[src/rtl/image_pkg.sv]
// Shared types and constants for the frame sender: pixel format, frame sync bytes
// and the sender FSM state encoding.
package image_pkg;

  typedef logic [11:0] pixel_t;

  localparam logic [7:0] HDR0 = 8'hA5;
  localparam logic [7:0] HDR1 = 8'h5A;

  typedef enum logic [2:0] {
    S_IDLE,
    S_HDR0,
    S_HDR1,
    S_FETCH,
    S_SEND_HI,
    S_SEND_LO,
    S_DONE
  } fs_state_t;

  // The top nibble stays zero so a high byte can never alias HDR0.
  function automatic logic [7:0] hi_byte(input pixel_t p);
    return {4'h0, p[11:8]};
  endfunction

endpackage

[src/rtl/uart_tx_byte.sv]
// UART 8N1 byte transmitter. tx_busy drops during the last stop-bit cycle so a
// new byte can be queued back to back with no idle gap.
module uart_tx_byte #(
  parameter int CLKS_PER_BIT = 434
) (
  input  logic       clk,
  input  logic       reset,
  input  logic       tx_start,
  input  logic [7:0] tx_data,
  output logic       tx_busy,
  output logic       tx_done,
  output logic       tx
);

  localparam int             CW       = $clog2(CLKS_PER_BIT + 1);
  localparam logic [CW-1:0]  CNT_LAST = CW'(CLKS_PER_BIT - 1);
  localparam logic [3:0]     BIT_STOP = 4'd9;

  logic          busy_q, busy_d;
  logic          tx_q, tx_d;
  logic [7:0]    shift_q, shift_d;
  logic [3:0]    bit_q, bit_d;
  logic [CW-1:0] cnt_q, cnt_d;
  logic          last;

  assign last    = busy_q && (bit_q == BIT_STOP) && (cnt_q == CNT_LAST);
  assign tx_done = last;
  assign tx_busy = busy_q && !last;
  assign tx      = tx_q;

  always_comb begin
    // NOTE: every next-state signal gets its hold value first, so no path can infer a latch.
    busy_d  = busy_q;
    tx_d    = tx_q;
    shift_d = shift_q;
    bit_d   = bit_q;
    cnt_d   = cnt_q;
    if (tx_start && !tx_busy) begin
      busy_d  = 1'b1;
      tx_d    = 1'b0;
      shift_d = tx_data;
      bit_d   = 4'd0;
      cnt_d   = '0;
    end else if (busy_q) begin
      if (cnt_q == CNT_LAST) begin
        cnt_d = '0;
        if (bit_q == BIT_STOP) begin
          busy_d = 1'b0;
          tx_d   = 1'b1;
        end else begin
          // Shifting ones in from the top makes the ninth slot the stop bit.
          bit_d   = bit_q + 4'd1;
          tx_d    = shift_q[0];
          shift_d = {1'b1, shift_q[7:1]};
        end
      end else begin
        cnt_d = cnt_q + 1'b1;
      end
    end
  end

  always_ff @(posedge clk) begin
    // NOTE: state registers use non-blocking assignment so all flops update together at the edge.
    if (reset) begin
      busy_q  <= 1'b0;
      tx_q    <= 1'b1;
      shift_q <= '0;
      bit_q   <= '0;
      cnt_q   <= '0;
    end else begin
      busy_q  <= busy_d;
      tx_q    <= tx_d;
      shift_q <= shift_d;
      bit_q   <= bit_d;
      cnt_q   <= cnt_d;
    end
  end

endmodule

[src/rtl/frame_uart_sender.sv]
// Streams one frame out of the frame buffer over UART: two sync bytes, then each
// pixel as high nibble byte and low byte, then raises image_ready until reset.
module frame_uart_sender
  import image_pkg::*;
#(
  parameter  int IMG_WIDTH    = 320,
  parameter  int IMG_HEIGHT   = 240,
  parameter  int CLKS_PER_BIT = 434,
  parameter  int READ_LATENCY = 2,
  localparam int N            = IMG_WIDTH * IMG_HEIGHT,
  localparam int AW           = $clog2(N)
) (
  input  logic          clk,
  input  logic          reset,
  input  pixel_t        pixel_in,
  output logic [AW-1:0] pixel_addr,
  output logic          uart_tx,
  output logic          busy,
  output logic          image_ready
);

  localparam logic [AW-1:0] ADDR_LAST = AW'(N - 1);
  localparam logic [2:0]    LAT_LAST  = 3'(READ_LATENCY);

  fs_state_t     state_q, state_d;
  logic [AW-1:0] addr_q, addr_d;
  logic [2:0]    lat_q, lat_d;
  logic [7:0]    pix_lo_q, pix_lo_d;
  logic          tx_start, tx_busy, tx_done;
  logic [7:0]    tx_data;

  uart_tx_byte #(
    .CLKS_PER_BIT(CLKS_PER_BIT)
  ) u_tx (
    .clk     (clk),
    .reset   (reset),
    .tx_start(tx_start),
    .tx_data (tx_data),
    .tx_busy (tx_busy),
    .tx_done (tx_done),
    .tx      (uart_tx)
  );

  always_comb begin
    state_d  = state_q;
    addr_d   = addr_q;
    lat_d    = lat_q;
    pix_lo_d = pix_lo_q;
    tx_start = 1'b0;
    tx_data  = HDR0;
    unique case (state_q)
      S_IDLE: begin
        tx_start = 1'b1;
        state_d  = S_HDR0;
      end
      S_HDR0: if (tx_done) begin
        tx_start = 1'b1;
        tx_data  = HDR1;
        state_d  = S_HDR1;
      end
      S_HDR1: if (tx_done) begin
        lat_d   = '0;
        state_d = S_FETCH;
      end
      // The high byte goes out straight from pixel_in so the inter-byte gap
      // is only the read latency.
      S_FETCH: begin
        if (lat_q == LAT_LAST && !tx_busy) begin
          pix_lo_d = pixel_in[7:0];
          tx_start = 1'b1;
          tx_data  = hi_byte(pixel_in);
          state_d  = S_SEND_HI;
        end else begin
          lat_d = lat_q + 3'd1;
        end
      end
      S_SEND_HI: if (tx_done) begin
        tx_start = 1'b1;
        tx_data  = pix_lo_q;
        state_d  = S_SEND_LO;
      end
      S_SEND_LO: if (tx_done) begin
        if (addr_q == ADDR_LAST) begin
          state_d = S_DONE;
        end else begin
          addr_d  = addr_q + 1'b1;
          lat_d   = '0;
          state_d = S_FETCH;
        end
      end
      S_DONE:  state_d = S_DONE;
      default: state_d = S_IDLE;
    endcase
  end

  always_ff @(posedge clk) begin
    if (reset) begin
      state_q  <= S_IDLE;
      addr_q   <= '0;
      lat_q    <= '0;
      pix_lo_q <= '0;
    end else begin
      state_q  <= state_d;
      addr_q   <= addr_d;
      lat_q    <= lat_d;
      pix_lo_q <= pix_lo_d;
    end
  end

  assign pixel_addr  = addr_q;
  assign image_ready = (state_q == S_DONE);
  assign busy        = (state_q != S_IDLE) && (state_q != S_DONE);

endmodule

[config.mk]
export PLATFORM = sky130hd
export DESIGN_NAME = frame_uart_sender
export DESIGN_NICKNAME = d
export VERILOG_FILES = /design/src/rtl/image_pkg.sv /design/src/rtl/uart_tx_byte.sv /design/src/rtl/frame_uart_sender.sv
export SDC_FILE = /design/constraint.sdc
export NUM_CORES = 1
export LEC_CHECK = 0
export ABC_AREA = 1
export BUFFER_PORTS_ARGS = -buffer_cell sky130_fd_sc_hd__buf_2
export CAP_MARGIN = 15
export CORE_AREA = 2 2 75 77
export DETAILED_ROUTE_END_ITERATION = 16
export DIE_AREA = 0 0 77 79
export PLACE_DENSITY_LB_ADDON = 0.15
export SLEW_MARGIN = 20
export SYNTH_ARGS = -nofsm -noshare
export SYNTH_HDL_FRONTEND = slang
export SYNTH_SLANG_ARGS = --single-unit
[constraint.sdc]
create_clock -name clk -period 2.25 [get_ports clk]
set_clock_uncertainty 0.05 [all_clocks]
set_input_delay 0.225 -clock clk [delete_from_list [all_inputs] [get_ports clk]]
set_output_delay 0.225 -clock clk [all_outputs]
set_load 0.05 [all_outputs]
Word level (Yosys, flattened, before mapping) --
Cells that the tools add are included.
Operators by class: div/mod/pow operators 0, shifts and indexed selects 0, multipliers 0, order comparisons 0, equality and inequality tests 19, bitwise gates (word level) 2, add/subtract/negate cells 4, reduce and logical (&&, ||, !) cells 22, mux-type cells 32
Operators by type and width (count):
- $mux 8 | 7
- $mux 3 | 10
- $pmux 8 s3 | 1
- $pmux 3 s7 | 1
- $add 17x1->17 const B | 1
- $eq 17x17->1 const B | 1
- $mux 1 | 10
- $reduce_and 5->1 | 2
- $add 9x1->9 const B | 1
- $eq 3x2->1 const B | 3
- $eq 3x3->1 const B | 3
- $eq 9x9->1 const B | 1
- $mux 9 | 1
- $pmux 3 s3 | 1
- $reduce_and 3->1 | 3
- $ne 2x1->1 const B | 4
- $ne 2x2->1 const B | 4
- $logic_and 1x1->1 | 6
- $reduce_bool 3->1 | 2
- $add 4x1->4 const B | 1
- $eq 4x4->1 const B | 1
- $reduce_and 2->1 | 2
- $reduce_bool 2->1 | 2
- $reduce_or 2->1 | 2
- other kinds (7) | 9
Storage, ports and cells: register bits after elaboration 54, input port bits 14, word-level logic and storage cells 88, memories kept 0, bits in latches 0, RAM bits 0, ROM bits 0

Longest topological paths before layout --
depth after elaboration 12, depth in mapped cells 13, gate-level depth less buffers 12

Hierarchy --
Synthesis repeated with hierarchy kept, for this count alone.
Second synthesis, totals: cell total of the unflattened synthesis 496, area, all modules 3269.4 um^2
Modules (own cells, without submodules):
- frame_uart_sender | area an instance 2055.7 um^2, instances 1, cells each 326
- uart_tx_byte | area an instance 1213.7 um^2, instances 1, cells each 170

Worst setup path before layout --
OpenSTA, ideal clock, no wires.
kind register to register, start point reg addr_q[0], in the netlist pixel_addr[0], end point reg addr_q[2], in the netlist pixel_addr[2], buffers on the path 1, period minus slack after synthesis 2.199 ns, cell stages (with the launch flop) 12, setup slack 0.051 ns, data arrival time 2.032 ns, path through dfxtp_1 > ha_1 > nand2_1 > nor2_1 > nand2_1 > inv_1 > nand2_1 > nand3_4 > inv_2 > buf_4 > a21oi_1 > nor2_1
On the way: cells in the longest elaborated chain, start to end 3, elaborated cells between the ends (all ways) 4
Ends and longest elaborated chain:
- start, declared | line frame_uart_sender.sv:26 | logic [AW-1:0] addr_q, addr_d;
- start signal, assigned | line frame_uart_sender.sv:104 | addr_q <= addr_d;
- branches (longest 3 deep; another with $add 17x1->17)
Parallel ways; which one is timed is not known. A chain may end at the register's enable or synchronous reset.

Final worst setup path --
start point reg addr_q[0], in the netlist pixel_addr[0], end point reg addr_q[7], in the netlist pixel_addr[7]
The elaborated chain is that of the path after synthesis.

==> results.cfg <==
[run_status]
status = finished, final reports clean

[sta]
tightestPinTransition_ps = 479
grt_setup_unrepaired = no
slew_headroom = 0.678
finalSetupTns_ps = 0
fmax_ghz = 0.510
min_period_ps = 1960
fin_crit_sh = 0.872
drv_slew = 0
hold_viol_final = 0
finalSetupViolCount = 0

[logic_synthesis]
synth_edf_count = 0
async_flop_share = 0
synth_flop_cell = dfxtp_1
ys_ff_latch = 54
yosys.area_share.simple = 0.355
syn_nets = 452
syn_area_um2 = 2990
synth-warning-count = 0
synth_top_family_by_area = simple AND/OR/NAND/NOR gates
synth_top_area_share = 0.361
syn_inst = 431
synth_compound_area_frac = 0.104
seq_area_frac_synth = 0.361
synth_top_cell_by_area = dfxtp_1
synth_cell_type_count = 35
synth_xor_area_frac = 0.0615
synth_fa_ha_area_frac = 0.0293
synthTopCellsByArea = dfxtp_1 36%, nand2_1 13%, a21oi_1 6.4%, inv_1 5.4%, nand3_1 5.4%
synthMuxAreaShare = 0
synth_area_per_cell_um2 = 6.94

[place]
gp_congestion = 0.890
port_buffers = 33
hpwlAfterDp_mm = 4.89

[critical_path]
cp.required_ps = 2400
crit_path_end_kind = flop
cp.arrival_ps = 2110
critPathMaxFanout = 10
crit_type = reg -> reg
cp-start-kind = flop

[drt]
drt-met1-wl_mm = 3.05
detailroute.wirelength.met2_mm = 3.18
vias_per_cell = 5.18
highest_layer = met4
first_iter_violations = 71
wl_met3_um = 173
finalWirelength_mm = 6.51
firstDrtPassIters = 4
drc = 0
vias = 2804
final_antenna_net_count = 0
wl_per_cell_um = 12.0

[finish]
fillers = 546
seqCellArea_um2 = 1080
multiInputGateArea_um2 = 1650
final_nets = 489
layout_commonest_cell = nand2_1
mostFrequentLayoutCells = 100 x nand2_1, 54 x dfxtp_1, 43 x inv_1
post_route_cells_drive_above_1_share = 0.175
antennaDiodeCount = 0
syn2layout_area_growth_pct = 12.3

[clock_tree]
cts.clk_slew.worst_paths_ps = 90
cts_tree = built
clock_path_buffers = 2
insertion_delay_ps = 310
clkSinkCount = 54
htreeDepth = 2
hold_buffers = 0
numCtsBuffers = 5
cts-root-buf = clkbuf_8

[floorplanning]
ioPinCount = 34
dieArea_um2 = 6080
initial_core_util = 0.560
rows = 27
die_w_um = 77
die_y_um = 79
core_area_um2 = 5340

[global_routing]
grt_max_degree = 25
grt_pass1_vias = 2557
antenna_found_initial = 0
track_usage = 0.224
grt_overflow_total = 0
grt_pass1_wl_mm = 11.1

[power]
clockPowerShare = 0.224
peakVddDrop_v = 0.000424
power_density_nw_per_um2 = 816
p_sw_mw = 1.05
pwr-share-comb = 0.355
totalPowerFinal_mw = 2.74
p_int_mw = 1.70
p_sw_frac = 0.381
p_leak_nw = 1.38
p_seq_frac = 0.421

[hold_path]
hold_class = in -> reg

[run]
drv_cap = 0
==> worst paths after layout <==
| check | depth (start not counted) | end | slack (ps) | start |
|---|---|---|---|---|
| setup / recovery | 10 | pixel_addr[7]$_SDFFE_PP0P_ | 290 | pixel_addr[0]$_SDFFE_PP0P_ |
| hold / removal | 3 | pix_lo_q[2]$_SDFFE_PP0P_ | 120 | pixel_in[2] |
| setup reg to reg | 10 | pixel_addr[7]$_SDFFE_PP0P_ | 290 | pixel_addr[0]$_SDFFE_PP0P_ |
| hold reg to reg | 2 | pix_lo_q[0]$_SDFFE_PP0P_ | 400 | pix_lo_q[0]$_SDFFE_PP0P_ |
==> registers in the layout, indices dropped and copies added, names as in the netlist <==
name,flops
pixel_addr,17
u_tx.cnt_q,9
pix_lo_q,8
u_tx.shift_q,8
u_tx.bit_q,4
lat_q,3
state_q,3
u_tx.busy_q,1
u_tx.tx,1
==> what timing repair did <==
action | 4_1_cts | 5_1_grt
setup buffers | 0 | 1
resized for setup | 0 | 2
endpoints found under the setup margin | 0 | 18
==> worst max-delay path, cell delays in order, from the launching register on <==
cell	delay (ps)
dfxtp_1	420
ha_1	240
nand2_1	110
nor2_2	180
nand2_1	120
inv_1	100
nand2_1	110
nand3_4	120
buf_4	190
o21ai_0	80
nor3b_1	130
==> power groups by stage <==
stage                     Combinational, mW  Sequential, mW  Clock, mW
final                                 0.974            1.15      0.615
after global routing                   1.11            1.17      0.663
after CTS                             0.972            1.15      0.639
after detailed placement              0.962            1.18          0
after global placement                0.947            1.17          0
after floorplan                       0.799            1.17          0
==> Yosys cell counts, types with 3 or more instances <==
cell type	instances
nand2_1	100
dfxtp_1	54
inv_1	43
nor2_1	39
a21oi_1	38
nand3_1	32
o21ai_0	18
nor3_1	17
xor2_1	16
nor2_2	10
nand4_1	9
ha_1	7
buf_2	5
xnor2_1	5
clkbuf_1	4
inv_2	4
nand2_2	4
nand2_4	4
nand3_4	3
==> per-layer routing <==
metal	GRT usage	vias to the layer above
met4	0.0839	0
met1	0.264	1296
met2	0.406	39
li1	-	1460
met3	0.0432	9
met5	0	-
==> final cells by class <==
type / instances / share of cell area
multi-input combinational: 314 / 0.491
sequential: 54 / 0.322
timing repair buffer: 42 / 0.0693
inverter: 51 / 0.0581
clock buffer: 8 / 0.0328
tap: 72 / 0.0268
==> cells by family (layout without fill, tap and decap cells) <==
kind of cell | count (synthesis) | after routing
simple gates | 225 | 225
flops | 54 | 54
buf+inv | 63 | 101
fa+ha+maj | 7 | 7
compound gates | 61 | 61
xor+xnor | 21 | 21
==> metrics by stage <==
step | instance area, um^2 | utilization | worst slack, ps | hold WS, ps | instances
6_report | 3360 | 0.629 | 288 | 124 | 541
3_3_place_gp | 3240 | 0.606 | 231 | 387 | 532
4_1_cts | 3350 | 0.627 | 183 | 110 | 540
3_5_place_dp | 3240 | 0.606 | 218 | 394 | 532
2_1_floorplan | 2990 | - | 51.2 | 336 | 431
5_1_grt | 3360 | 0.629 | 80.0 | 122 | 541
Power figures use the tool's default switching activity.
